File: config.mk
export PLATFORM = sky130hd
export DESIGN_NAME = video_timing_gen
export DESIGN_NICKNAME = d
export VERILOG_FILES = /design/src/rtl/video_timing_gen.sv
export SDC_FILE = /design/constraint.sdc
export NUM_CORES = 1
export LEC_CHECK = 0
export ABC_CLOCK_PERIOD_IN_PS = 3300
export CORE_ASPECT_RATIO = 1.5
export CORE_UTILIZATION = 49
export CTS_BUF_LIST = sky130_fd_sc_hd__clkbuf_4 sky130_fd_sc_hd__clkbuf_8 sky130_fd_sc_hd__clkbuf_16
export DETAILED_ROUTE_END_ITERATION = 8
export GPL_ROUTABILITY_DRIVEN = 0
export PLACE_DENSITY = 0.89
export SETUP_SLACK_MARGIN = 0.5
export SKIP_CTS_REPAIR_TIMING = 1
export SLEW_MARGIN = 30
export SYNTH_ARGS = -nofsm -noshare
export SYNTH_HDL_FRONTEND = slang
export SYNTH_SLANG_ARGS = --single-unit
File: constraint.sdc
create_clock -name clk_pixel_in -period 3.3 [get_ports clk_pixel_in]
set_input_delay 0.33 -clock clk_pixel_in [delete_from_list [all_inputs] [get_ports clk_pixel_in]]
set_output_delay 0.33 -clock clk_pixel_in [all_outputs]
set_load 0.05 [all_outputs]
File: src/rtl/video_timing_gen.sv
`default_nettype none
// video_timing_gen: raster counters, syncs, active-draw, new-frame pulse, frame count
// and a latency-matching delay line for sync/active-draw. Rev 1.0

module video_timing_gen #(
   parameter  int H_ACTIVE    = 1280,
   parameter  int H_FP        = 110,
   parameter  int H_SYNC      = 40,
   parameter  int H_BP        = 220,
   parameter  int V_ACTIVE    = 720,
   parameter  int V_FP        = 5,
   parameter  int V_SYNC      = 5,
   parameter  int V_BP        = 20,
   parameter  int HS_POL      = 1,
   parameter  int VS_POL      = 1,
   parameter  int FRAME_WRAP  = 60,
   parameter  int SCALE_SHIFT = 0,
   parameter  int ALIGN_DELAY = 0,
   localparam int H_TOTAL     = H_ACTIVE + H_FP + H_SYNC + H_BP,
   localparam int V_TOTAL     = V_ACTIVE + V_FP + V_SYNC + V_BP,
   localparam int HW          = $clog2(H_TOTAL),
   localparam int VW          = $clog2(V_TOTAL),
   localparam int FW          = $clog2(FRAME_WRAP)
) (
   input  logic          clk_pixel_in,
   input  logic          rst_in,
   output logic [HW-1:0] hcount_out,
   output logic [VW-1:0] vcount_out,
   output logic [HW-1:0] x_out,
   output logic [VW-1:0] y_out,
   output logic          hs_out,
   output logic          vs_out,
   output logic          ad_out,
   output logic          nf_out,
   output logic [FW-1:0] fc_out,
   output logic          hs_d_out,
   output logic          vs_d_out,
   output logic          ad_d_out
);

   localparam logic [HW-1:0] c_H_LAST   = HW'(H_TOTAL - 1);
   localparam logic [VW-1:0] c_V_LAST   = VW'(V_TOTAL - 1);
   localparam logic [HW-1:0] c_H_ACT    = HW'(H_ACTIVE);
   localparam logic [VW-1:0] c_V_ACT    = VW'(V_ACTIVE);
   localparam logic [HW-1:0] c_HS_START = HW'(H_ACTIVE + H_FP);
   localparam logic [HW-1:0] c_HS_END   = HW'(H_ACTIVE + H_FP + H_SYNC);
   localparam logic [VW-1:0] c_VS_START = VW'(V_ACTIVE + V_FP);
   localparam logic [VW-1:0] c_VS_END   = VW'(V_ACTIVE + V_FP + V_SYNC);
   localparam logic [FW-1:0] c_FC_LAST  = FW'(FRAME_WRAP - 1);
   localparam logic          c_HS_ON    = (HS_POL != 0);
   localparam logic          c_VS_ON    = (VS_POL != 0);

   if (H_ACTIVE < 1 || H_FP < 1 || H_SYNC < 1 || H_BP < 1 ||
       V_ACTIVE < 1 || V_FP < 1 || V_SYNC < 1 || V_BP < 1 ||
       (HS_POL != 0 && HS_POL != 1) || (VS_POL != 0 && VS_POL != 1) ||
       FRAME_WRAP < 2 || SCALE_SHIFT < 0 || SCALE_SHIFT > 4 ||
       ALIGN_DELAY < 0 || ALIGN_DELAY > 15) begin : g_param_err
      $error("video_timing_gen: parameter out of range");
   end

   logic [HW-1:0] hcount_q, hcount_d, x_q, x_d;
   logic [VW-1:0] vcount_q, vcount_d, y_q, y_d;
   logic [FW-1:0] fc_q, fc_d;
   logic          hs_q, hs_d, vs_q, vs_d, ad_q, ad_d, nf_q, nf_d;

   // Flags are decoded from the next position so they stay aligned with the counters.
   always_comb begin
      hcount_d = (hcount_q == c_H_LAST) ? '0 : hcount_q + HW'(1);
      vcount_d = vcount_q;
      if (hcount_q == c_H_LAST)
         vcount_d = (vcount_q == c_V_LAST) ? '0 : vcount_q + VW'(1);
      x_d  = hcount_d >> SCALE_SHIFT;
      y_d  = vcount_d >> SCALE_SHIFT;
      hs_d = (hcount_d >= c_HS_START && hcount_d < c_HS_END) ? c_HS_ON : ~c_HS_ON;
      vs_d = (vcount_d >= c_VS_START && vcount_d < c_VS_END) ? c_VS_ON : ~c_VS_ON;
      ad_d = (hcount_d < c_H_ACT) && (vcount_d < c_V_ACT);
      nf_d = (hcount_d == '0) && (vcount_d == c_V_ACT);
      fc_d = fc_q;
      if (nf_d)
         fc_d = (fc_q == c_FC_LAST) ? '0 : fc_q + FW'(1);
   end

   always_ff @(posedge clk_pixel_in) begin
      if (!rst_in) begin
         hcount_q <= c_H_LAST;
         vcount_q <= c_V_LAST;
         x_q      <= c_H_LAST >> SCALE_SHIFT;
         y_q      <= c_V_LAST >> SCALE_SHIFT;
         hs_q     <= ~c_HS_ON;
         vs_q     <= ~c_VS_ON;
         ad_q     <= 1'b0;
         nf_q     <= 1'b0;
         fc_q     <= '0;
      end else begin
         hcount_q <= hcount_d;
         vcount_q <= vcount_d;
         x_q      <= x_d;
         y_q      <= y_d;
         hs_q     <= hs_d;
         vs_q     <= vs_d;
         ad_q     <= ad_d;
         nf_q     <= nf_d;
         fc_q     <= fc_d;
      end
   end

   assign hcount_out = hcount_q;
   assign vcount_out = vcount_q;
   assign x_out      = x_q;
   assign y_out      = y_q;
   assign hs_out     = hs_q;
   assign vs_out     = vs_q;
   assign ad_out     = ad_q;
   assign nf_out     = nf_q;
   assign fc_out     = fc_q;

   if (ALIGN_DELAY == 0) begin : g_no_delay
      assign hs_d_out = hs_q;
      assign vs_d_out = vs_q;
      assign ad_d_out = ad_q;
   end else begin : g_delay
      logic [2:0] dly_q [ALIGN_DELAY];

      always_ff @(posedge clk_pixel_in) begin
         if (!rst_in) begin
            for (int i = 0; i < ALIGN_DELAY; i++)
               dly_q[i] <= {~c_HS_ON, ~c_VS_ON, 1'b0};
         end else begin
            dly_q[0] <= {hs_q, vs_q, ad_q};
            for (int i = 1; i < ALIGN_DELAY; i++)
               dly_q[i] <= dly_q[i-1];
         end
      end

      assign {hs_d_out, vs_d_out, ad_d_out} = dly_q[ALIGN_DELAY-1];
   end

endmodule

`default_nettype wire
==> reports/metrics.yaml, run 1 <==
synthesis:
  synth.avg_cell_area_um2: 7.69
  synthesis.area_um2: 2150
  synth_area_leaders: "dfxtp_1, buf_4, nand2_1"
  ys_types: 52
  ys_warn_count: 0
  syn_inst: 280
  async_flop_share_pct: 0
  synth-seq-cells: 31
  yosys_most_used_dff: "dfxtp_1"
  synth-edff-count: 0
  syn_nets: 287
  synthDominantCellAreaShare_pct: 28.8
  synth_area_leader_cell: "dfxtp_1"
  ys_seq_area_share_pct: 28.8
job:
  drv_cap: 0
floorplan:
  fp-row-count: 29
  coreArea_um2: 4210
  die_area_um2: 4670
  die_width_um: 56.1
  ios: 57
  die_h_um: 83.2
  start_util_pct: 51.2
sta:
  tightest_slew_ns: 0.555
  setup_viol: 0
  rsz0062_at_grt: "yes"
  period_share_pct: 84.3
  timing.fmax_ghz: 0.359
  relSlewSlack_pct: 62.5
  holdWs_ns: 0.544
  period_minus_slack_ns: 2.78
  slew_violations: 0
  finClkSkew_ns: 0.00580
  hold_viol: 0
  fin_setup_tns_ns: 0
power_and_ir_drop:
  switching_share_pct: 55.0
  max-vdd-ir-drop_mv: 0.859
  internal_power_mw: 1.46
  p_switching_mw: 1.78
  p_seq_share_pct: 22.6
  clockPowerShare_pct: 10.6
  combPwrFrac_pct: 66.8
  leakage_nw: 1.03
  p_per_area_nw_per_um2: 1120
worst_hold_path:
  min_path_type: "reg -> reg"
layout:
  nets: 323
  fillers: 320
  instances_no_fill: 363
  final_common_cell: "clkdlybuf4s50_1"
  area_growth_pct: 34.8
  drive_gt1_share_pct: 20.8
  antenna_cells: 0
  final_cell_mix: "clkdlybuf4s50_1, nand2_1, nor2_1, nand3_1, dfxtp_1"
critical_path:
  max_stage_delay_ns: 0.63
  cp_common_cell: "or4_4"
  crit_chain: "or4b_4 -> buf_6 -> or4_4 -> nor2_4 -> xor2_4 -> or4_4 -> o21ai_1 -> a21oi_1"
  slowest_stage: "or4b_4"
  crit_path_end_kind: "flop"
  cp.required_ns: 3.48
  cp-start-kind: "flop"
  critical_path_class: "reg -> reg"
  cp.arrival_ns: 2.96
  crit_fanout: 8
detailed_routing:
  vias_per_cell: 6.55
  vias: 2378
  drc: 0
  ant_nets: 0
  drt_iter0_markers: 159
  drt_first_pass_iters: 5
  totalWireLength_um: 6360
  wire_per_inst_um: 17.5
global_route:
  antenna_found_initial: 0
  grt_pass1_wl_um: 9820
  grt.overflow.total: 0
  grt_pass1_vias: 2145
  grt_max_degree: 22
  track_usage_pct: 26.0
place:
  numPortBuffers: 56
  placedCellCount: 349
  dp_hpwl_um: 4200
clock_tree:
  numCtsBuffers: 5
  clock_latency_ns: 0.29
  cts_buffer_depth: 2
  htree_levels: 2
  cts-root-buf: "clkbuf_8"
  cts_tree: "done"
  clk_pin_slew_ns: 0.06
  cts.sinks: 31
run_status:
  outcome: "finished, final reports clean"
-- synth_stat cells, types with 3 or more instances --
| master | instances |
|---|---|
| dfxtp_1 | 31 |
| nand2_1 | 27 |
| buf_4 | 24 |
| nor2_1 | 21 |
| nand3_1 | 16 |
| o21ai_0 | 15 |
| clkbuf_1 | 14 |
| a21oi_1 | 13 |
| nor4_1 | 10 |
| nand4_1 | 9 |
| inv_1 | 7 |
| nor3_1 | 7 |
| o211ai_1 | 6 |
| xnor2_1 | 6 |
| xor2_1 | 6 |
| ha_1 | 5 |
| or4_1 | 4 |
| a31oi_1 | 3 |
| and3_1 | 3 |
| nand4b_1 | 3 |
| nor2b_1 | 3 |
| o21a_1 | 3 |
| or2_2 | 3 |
-- path summary, 6_finish.rpt --
path                                              from                     end  slack (ns)  cells after the start
worst min-delay path            fc_out[1]$_SDFFE_PN0P_  fc_out[1]$_SDFFE_PN0P_        0.54                      2
worst max register to register     x_out[7]$_SDFF_PN0_  fc_out[1]$_SDFFE_PN0P_        0.52                      8
worst min register to register  fc_out[1]$_SDFFE_PN0P_  fc_out[1]$_SDFFE_PN0P_        0.54                      2
worst max-delay path               x_out[7]$_SDFF_PN0_  fc_out[1]$_SDFFE_PN0P_        0.52                      8
-- critical path: cells and delay by family, from the launching register on --
kind,cells,cell delay [ns]
flops,1,0.37
simple gates,4,1.81
compound gates,2,0.24
buf+inv,1,0.16
xor+xnor,1,0.10
-- layout make-up --
class | instances | area, µm² | area share (%)
timing repair buffer | 69 | 662 | 22.8
tap | 46 | 57.6 | 1.98
inverter | 8 | 30.0 | 1.03
clock buffer | 8 | 104 | 3.58
multi-input combinational | 201 | 1390 | 47.8
sequential | 31 | 662 | 22.8
-- metrics by stage --
stage	cell area [µm²]	power, mW	util [%]	setup slack [ns]
floorplan	2240	2.24	-	0.504
global placement	2660	2.64	63.2	0.397
detailed placement	2660	2.67	63.2	0.346
CTS	2760	3.02	65.6	0.312
global route	2900	3.37	69.0	0.442
finish	2900	3.24	69.0	0.517
-- cells by family after synthesis --
group | count (synthesis) | synth area share (%)
simple gates | 123 | 31.5
compound gates | 57 | 17.3
mux | 4 | 1.97
flops | 31 | 28.8
buf+inv | 48 | 12.7
xor+xnor | 12 | 4.88
fa+ha+maj | 5 | 2.90
-- sequential cells by signal (all words and copies together) (netlist names) --
name	count
ad_d_out	1
fc_out	6
hs_d_out	1
nf_out	1
vs_d_out	1
x_out	11
y_out	10
-- power by group through the flow --
stage,clock (mW),combinational (mW),sequential [mW]
after floorplan,0,1.32,0.918
after global placement,0,1.92,0.721
after detailed placement,0,1.94,0.729
after CTS,0.343,1.96,0.721
after global routing,0.361,2.26,0.756
final,0.345,2.16,0.732
-- per-layer routing --
metal | up-vias | track usage [%] | routed length [µm]
li1 | 1072 | - | -
met1 | 1127 | 28.8 | 2330
met2 | 144 | 44.4 | 3270
met3 | 35 | 4.98 | 432
met4 | 0 | 17.1 | 330
met5 | - | 0 | 0
Power figures use the tool's default switching activity.
==> inputs of run 2 (changes only) <==
Settings changed: ABC_CLOCK_PERIOD_IN_PS 3300 to 2500, CORE_UTILIZATION 49 to 44, PLACE_DENSITY 0.89 to 0.84.
Clock period 3.3 ns to 2.5 ns, I/O delays scaled along.
==> run 2 against run 1 <==
  * The run now ends with negative setup slack left
  * Largest cell class unchanged
  * Cell count is 18% higher
  * Global-route usage rose by 1.3 points
  * Clock-buffer cell count fell by 2
  * Core utilization rose by 4.1 points
  * Sequential share of layout area shrank 3.1 points
  * Critical path type unchanged
  * Sequential power is 2% higher
  * Flip-flop and latch count unchanged
  * Power rose by 59%
==> reports/metrics.yaml, run 2 (synthesis results as in run 1) <==
run_status:
  outcome: "complete, but fails checks"
  failed_checks: "negative setup slack"
critical_path:
  crit_path_end_kind: "flop"
  cp-start-kind: "flop"
  crit_fanout: 6  # -2
  crit_chain: "or4b_4 -> buf_6 -> nor4_4 -> xnor2_2 -> o211ai_1 -> or4b_4 -> nor4_4 -> o21a_1"
  cp.arrival_ns: 3.15  # +0.19 ns
  max_stage_delay_ns: 0.62  # about the same
  critical_path_class: "reg -> reg"
  cp.required_ns: 2.74  # -0.74 ns
  slowest_stage: "or4b_4"
global_route:
  antenna_found_initial: 0  # unchanged
  grt_pass1_vias: 2412  # +12%
  grt_max_degree: 18  # -18%
  grt.overflow.total: 0  # unchanged
  grt_pass1_wl_um: 10800  # +10%
  track_usage_pct: 27.3  # +1.3 points
detailed_routing:
  vias_per_cell: 6.31  # -3.7%
  drc: 0  # unchanged
  vias: 2712  # +14%
  drt_first_pass_iters: 5  # unchanged
  wire_per_inst_um: 19.3  # +10%
  drt_iter0_markers: 236  # +48%
  ant_nets: 0  # unchanged
  totalWireLength_um: 8300  # +30%
layout:
  area_growth_pct: 56.7
  final_cell_mix: "buf_4, clkdlybuf4s50_1, nand2_1, nor2_1, nand3_1"
  drive_gt1_share_pct: 33.3  # +13 points
  nets: 372  # +15%
  antenna_cells: 0  # unchanged
  instances_no_fill: 430  # +18%
  fin_area_um2: 3380  # +16%
  final_util_pct: 73.1  # +4.1 points
  largest_reg_flops: 11  # unchanged
  final_common_cell: "buf_4"
power_and_ir_drop:
  max-vdd-ir-drop_mv: 0.809  # -5.8%
  leakage_nw: 1.30  # +26%
  power_mw: 5.15  # +59%
  p_per_area_nw_per_um2: 1530  # +37%
floorplan:
  die_width_um: 59.1  # +5.3%
  fp-row-count: 30  # +3.4%
  die_area_um2: 5190  # +11%
  start_util_pct: 46.7  # -4.5 points
  die_h_um: 87.7  # +5.4%
  coreArea_um2: 4620  # +9.7%
  ios: 57  # unchanged
clock_tree:
  cts.sinks: 31  # unchanged
  cts_buffer_depth: 2  # unchanged
  clk_pin_slew_ns: 0.07  # about the same
  cts_tree: "done"
  htree_levels: 2  # unchanged
  cts-root-buf: "clkbuf_8"
  numCtsBuffers: 5  # unchanged
  clock_latency_ns: 0.29  # about the same
sta:
  period_minus_slack_ns: 2.91  # +0.130 ns
  setup_viol: 9  # +9
  holdWs_ns: 0.539  # -0.00496 ns
  tightest_slew_ns: 0.556  # +0.00169 ns
  period_share_pct: 117  # +32 points
  hold_viol: 0  # unchanged
  timing.fmax_ghz: 0.343  # -4.5%
  slew_violations: 0  # unchanged
  relSlewSlack_pct: 62.8  # +0.29 points
  fin_setup_tns_ns: -2.39  # -2.39 ns
  worst_slack_ns: -0.414  # -0.930 ns
  finClkSkew_ns: 0.00596  # +0.000157 ns
  rsz0062_at_grt: "yes"
place:
  dp_hpwl_um: 5080  # +21%
  placedCellCount: 415  # +19%
  dpl_worst_slack_ns: -0.341  # -0.687 ns
  dpl_cell_area_um2: 3050  # +15%
  numPortBuffers: 56  # unchanged
worst_hold_path:
  min_path_type: "reg -> reg"
job:
  drv_cap: 0  # unchanged
==> run 2: cell types whose count changed in the layout (fill, tap and decap cells not counted), moves of 2 or more <==
cell	delta
and3_1	+2
buf_4	+45
buf_6	+4
clkdlybuf4s50_1	-2
dlymetal6s2s_1	+2
nor3_1	-2
nor4_1	-3
nor4_4	+3
o21ai_2	+2
==> run 2: layer usage <==
layer,GRT usage (%),wire [µm],vias up
met1,29.7,2960,1290
li1,-,-,1167
met5,0,0,-
met2,48.8,4270,194
met4,15.8,494,0
met3,4.58,573,61
==> run 2: final timing paths <==
path | start | to | slack [ns] | depth (start not counted)
setup / recovery | x_out[2]$_SDFF_PN0_ | fc_out[5]$_SDFFE_PN0P_ | -0.41 | 8
hold / removal | fc_out[1]$_SDFFE_PN0P_ | fc_out[1]$_SDFFE_PN0P_ | 0.54 | 2
setup reg to reg | x_out[2]$_SDFF_PN0_ | fc_out[5]$_SDFFE_PN0P_ | -0.41 | 8
hold reg to reg | fc_out[1]$_SDFFE_PN0P_ | fc_out[1]$_SDFFE_PN0P_ | 0.54 | 2
==> run 2: final cells by class <==
type                            instances  area [µm²]
Sequential cell                        31         666
Inverter                                8        30.0
Fill cell                             331        1240
Clock inverter                          2        11.3
Tap cell                               64        80.1
Multi-Input combinational cell        201        1460
Clock buffer                            6        82.6
Timing Repair Buffer                  118        1050
==> run 2: critical path: cells and delay by family (launching register included) <==
| kind | cells | cell delay [ns] |
|---|---|---|
| xor gates and xnor gates | 1 | 0.21 |
| AOI/OAI and AO/OA | 2 | 0.35 |
| and+or+nand+nor | 4 | 1.81 |
| DFF | 1 | 0.34 |
| buffers and inverters | 1 | 0.16 |
==> run 2: report_power, final <==
group / switching (mW) / internal, mW
clock: 0.207 / 0.220
combinational: 2.43 / 1.55
sequential: 0.0948 / 0.653
total: 2.73 / 2.42
==> inputs of run 3 (changes only) <==
Settings changed: CORE_ASPECT_RATIO 1.5 to 0.5, SKIP_CTS_REPAIR_TIMING 1 to not set.
==> run 3 against run 2 <==
  * Core utilization up 1.7 points
  * Via count is 3.6% higher
  * Flip-flop and latch count is the same
  * Register-to-register slack improved by 0.11 ns
  * Fmax grew 4.0%
  * Clock-buffer cell count unchanged
  * Hold slack gained 0.051 ns
  * The flow still finishes with violations (negative setup slack)
  * Non-clock buffer count fell by 1
  * Combinational power up 5%
  * Die area grew 0.21%
  * Clock skew rose by 0.0049 ns
==> reports/metrics.yaml, run 3 (synthesis results as in run 1) <==
critical_path:
  crit_chain: "or4b_4 -> nor3_1 -> buf_4 -> buf_4 -> nand3_1 -> and3_1 -> nor4b_1 -> buf_4 -> a31oi_1 -> o21a_1"
  crit_fanout: 9  # +3
  crit_path_end_kind: "flop"
  slowest_stage: "or4b_4"
  reg2reg_depth: 10  # +2
  max_stage_delay_ns: 0.60  # -0.02 ns
  critical_path_class: "reg -> reg"
  r2r_slack_ns: -0.30  # +0.11 ns
  cp.arrival_ns: 3.05  # -0.10 ns
  cp-start-kind: "flop"
  cp.required_ns: 2.75  # about the same
  rr_startpoint: "x_out[7]$_SDFF_PN0_"
  rr_endpoint: "fc_out[3]$_SDFFE_PN0P_"
  cp_common_cell: "buf_4"
detailed_routing:
  ant_nets: 0  # unchanged
  drc: 0  # unchanged
  drt_iter0_markers: 385  # +63%
  wire_per_inst_um: 20.5  # +6.4%
  totalWireLength_um: 8850  # +6.6%
  drt_first_pass_iters: 5  # unchanged
  vias_per_cell: 6.52  # +3.3%
  vias: 2809  # +3.6%
floorplan:
  die_width_um: 101  # +71%
  start_util_pct: 47.3  # +0.67 points
  coreArea_um2: 4550  # -1.4%
  ios: 57  # unchanged
  die_h_um: 51.5  # -41%
  die_area_um2: 5200  # +0.21%
  fp-row-count: 17  # -43%
layout:
  area_growth_pct: 58.1
  fillers: 283  # -15%
  antenna_cells: 0  # unchanged
  layout.area.seq_um2: 666  # unchanged
  fin_area_um2: 3410  # +0.93%
  multi_input_area_um2: 1500  # +3.1%
  final_cell_mix: "buf_4, clkdlybuf4s50_1, nand2_1, nor2_1, nand3_1"
  nets: 371  # -0.27%
  largest_reg_flops: 11  # unchanged
  final_common_cell: "buf_4"
  drive_gt1_share_pct: 35.3  # +2.0 points
  final_util_pct: 74.8  # +1.7 points
power_and_ir_drop:
  p_switching_mw: 2.88  # +5.3%
  internal_power_mw: 2.48  # +2.3%
  leakage_nw: 1.29  # -1.3%
  max-vdd-ir-drop_mv: 0.810  # +0.20%
  p_seq_share_pct: 14.5  # about the same
  clockPowerShare_pct: 7.9  # -0.4 points
  p_per_area_nw_per_um2: 1570  # +2.9%
  switching_share_pct: 53.7  # +0.70 points
  combPwrFrac_pct: 77.6  # +0.4 points
sta:
  setup_viol: 10  # +1
  holdWs_ns: 0.590  # +0.0509 ns
  period_share_pct: 112  # -4.5 points
  worst_slack_ns: -0.301  # +0.113 ns
  tightest_slew_ns: 0.538  # -0.0185 ns
  period_minus_slack_ns: 2.80  # -0.113 ns
  hold_viol: 0  # unchanged
  finClkSkew_ns: 0.0109  # +0.00492 ns
  slew_violations: 0  # unchanged
  rsz0062_at_grt: "yes"
  relSlewSlack_pct: 63.8  # +1.0 points
  timing.fmax_ghz: 0.357  # +4.0%
global_route:
  grt.overflow.total: 0  # unchanged
  grt_pass1_vias: 2495  # +3.4%
  grt_pass1_wl_um: 12500  # +15%
  antenna_found_initial: 0  # unchanged
  grt_max_degree: 16  # -2
  track_usage_pct: 31.2  # +3.9 points
worst_hold_path:
  hold_depth: 2  # unchanged
  min_path_type: "reg -> reg"
  whs_endpoint: "x_out[0]$_SDFF_PN1_"
  hp-start: "x_out[0]$_SDFF_PN1_"
clock_tree:
  clk_pin_slew_ns: 0.08  # about the same
  cts_buffer_depth: 2  # unchanged
  cts_hold_buf: 0
  htree_levels: 2  # unchanged
  clock_latency_ns: 0.30  # about the same
  cts-root-buf: "clkbuf_8"
  cts.sinks: 31  # unchanged
  cts_tree: "done"
  numCtsBuffers: 5  # unchanged
place:
  numPortBuffers: 56  # unchanged
  dp_hpwl_um: 5070  # -0.16%
  dpl_cell_area_um2: 3010  # -1.4%
run_status:
  failed_checks: "negative setup slack"
  outcome: "complete, but fails checks"
job:
  drv_cap: 0  # unchanged
## run 3: repair_timing
| action | in CTS | in global routing |
|---|---|---|
| gates resized for setup | 17 | 22 |
| pin swaps | 11 | 11 |
| setup endpoints to repair | 19 | 21 |
| setup buffers | 4 | 8 |
| cloned | 0 | 0 |
## run 3: area by class of cell
cell class                 instances  share of cell area [%]
multi-input combinational        201                    44.1
timing repair buffer             117                    30.5
sequential                        31                    19.5
tap                               66                    2.42
clock buffer                       6                    2.24
inverter                           8                   0.881
clock inverter                     2                   0.367
## run 3: critical path, delay by kind of cell, from the launching register on
| family | cells | cell delay, ns |
|---|---|---|
| buffers and inverters | 3 | 0.53 |
| AOI/OAI and AO/OA | 2 | 0.34 |
| DFF | 1 | 0.33 |
| and+or+nand+nor | 5 | 1.53 |
## run 3: metrics by stage
step | total power, mW | worst slack [ns] | TNS (ns) | cells
2_1_floorplan | 2.97 | -0.295 | -1.30 | 280
3_3_place_gp | 3.99 | -0.258 | -1.36 | 411
3_5_place_dp | 4.07 | -0.398 | -2.24 | 411
4_1_cts | 4.71 | -0.158 | -0.876 | 423
5_1_grt | 5.49 | -0.333 | -2.34 | 431
6_report | 5.35 | -0.301 | -2.05 | 431
## run 3: metal layers
metal	GRT usage [%]	routed length, µm	vias to the layer above
li1	-	-	1162
met1	39.1	3430	1308
met2	52.4	3920	267
met3	6.57	1020	72
met4	13.8	476	0
met5	0	0	-
## run 3: how the worst max path moves through the flow
stage / from / endpoint / slack [ns] / cells after the start
after detailed placement: x_out[2]$_SDFF_PN0_ / fc_out[3]$_SDFFE_PN0P_ / -0.40 / 8
after global routing: x_out[7]$_SDFF_PN0_ / fc_out[3]$_SDFFE_PN0P_ / -0.33 / 10
after global placement: x_out[2]$_SDFF_PN0_ / fc_out[3]$_SDFFE_PN0P_ / -0.26 / 7
final: x_out[7]$_SDFF_PN0_ / fc_out[3]$_SDFFE_PN0P_ / -0.30 / 10
after floorplan: x_out[2]$_SDFF_PN0_ / fc_out[3]$_SDFFE_PN0P_ / -0.29 / 9
after CTS: x_out[3]$_SDFF_PN0_ / fc_out[1]$_SDFFE_PN0P_ / -0.16 / 8
## run 3: power by group through the flow
stage | Clock (mW) | Sequential [mW] | Combinational, mW
after detailed placement | 0 | 0.774 | 3.29
after floorplan | 0 | 1.22 | 1.76
after global routing | 0.437 | 0.785 | 4.27
after global placement | 0 | 0.763 | 3.22
final | 0.422 | 0.777 | 4.16
after CTS | 0.409 | 0.766 | 3.54
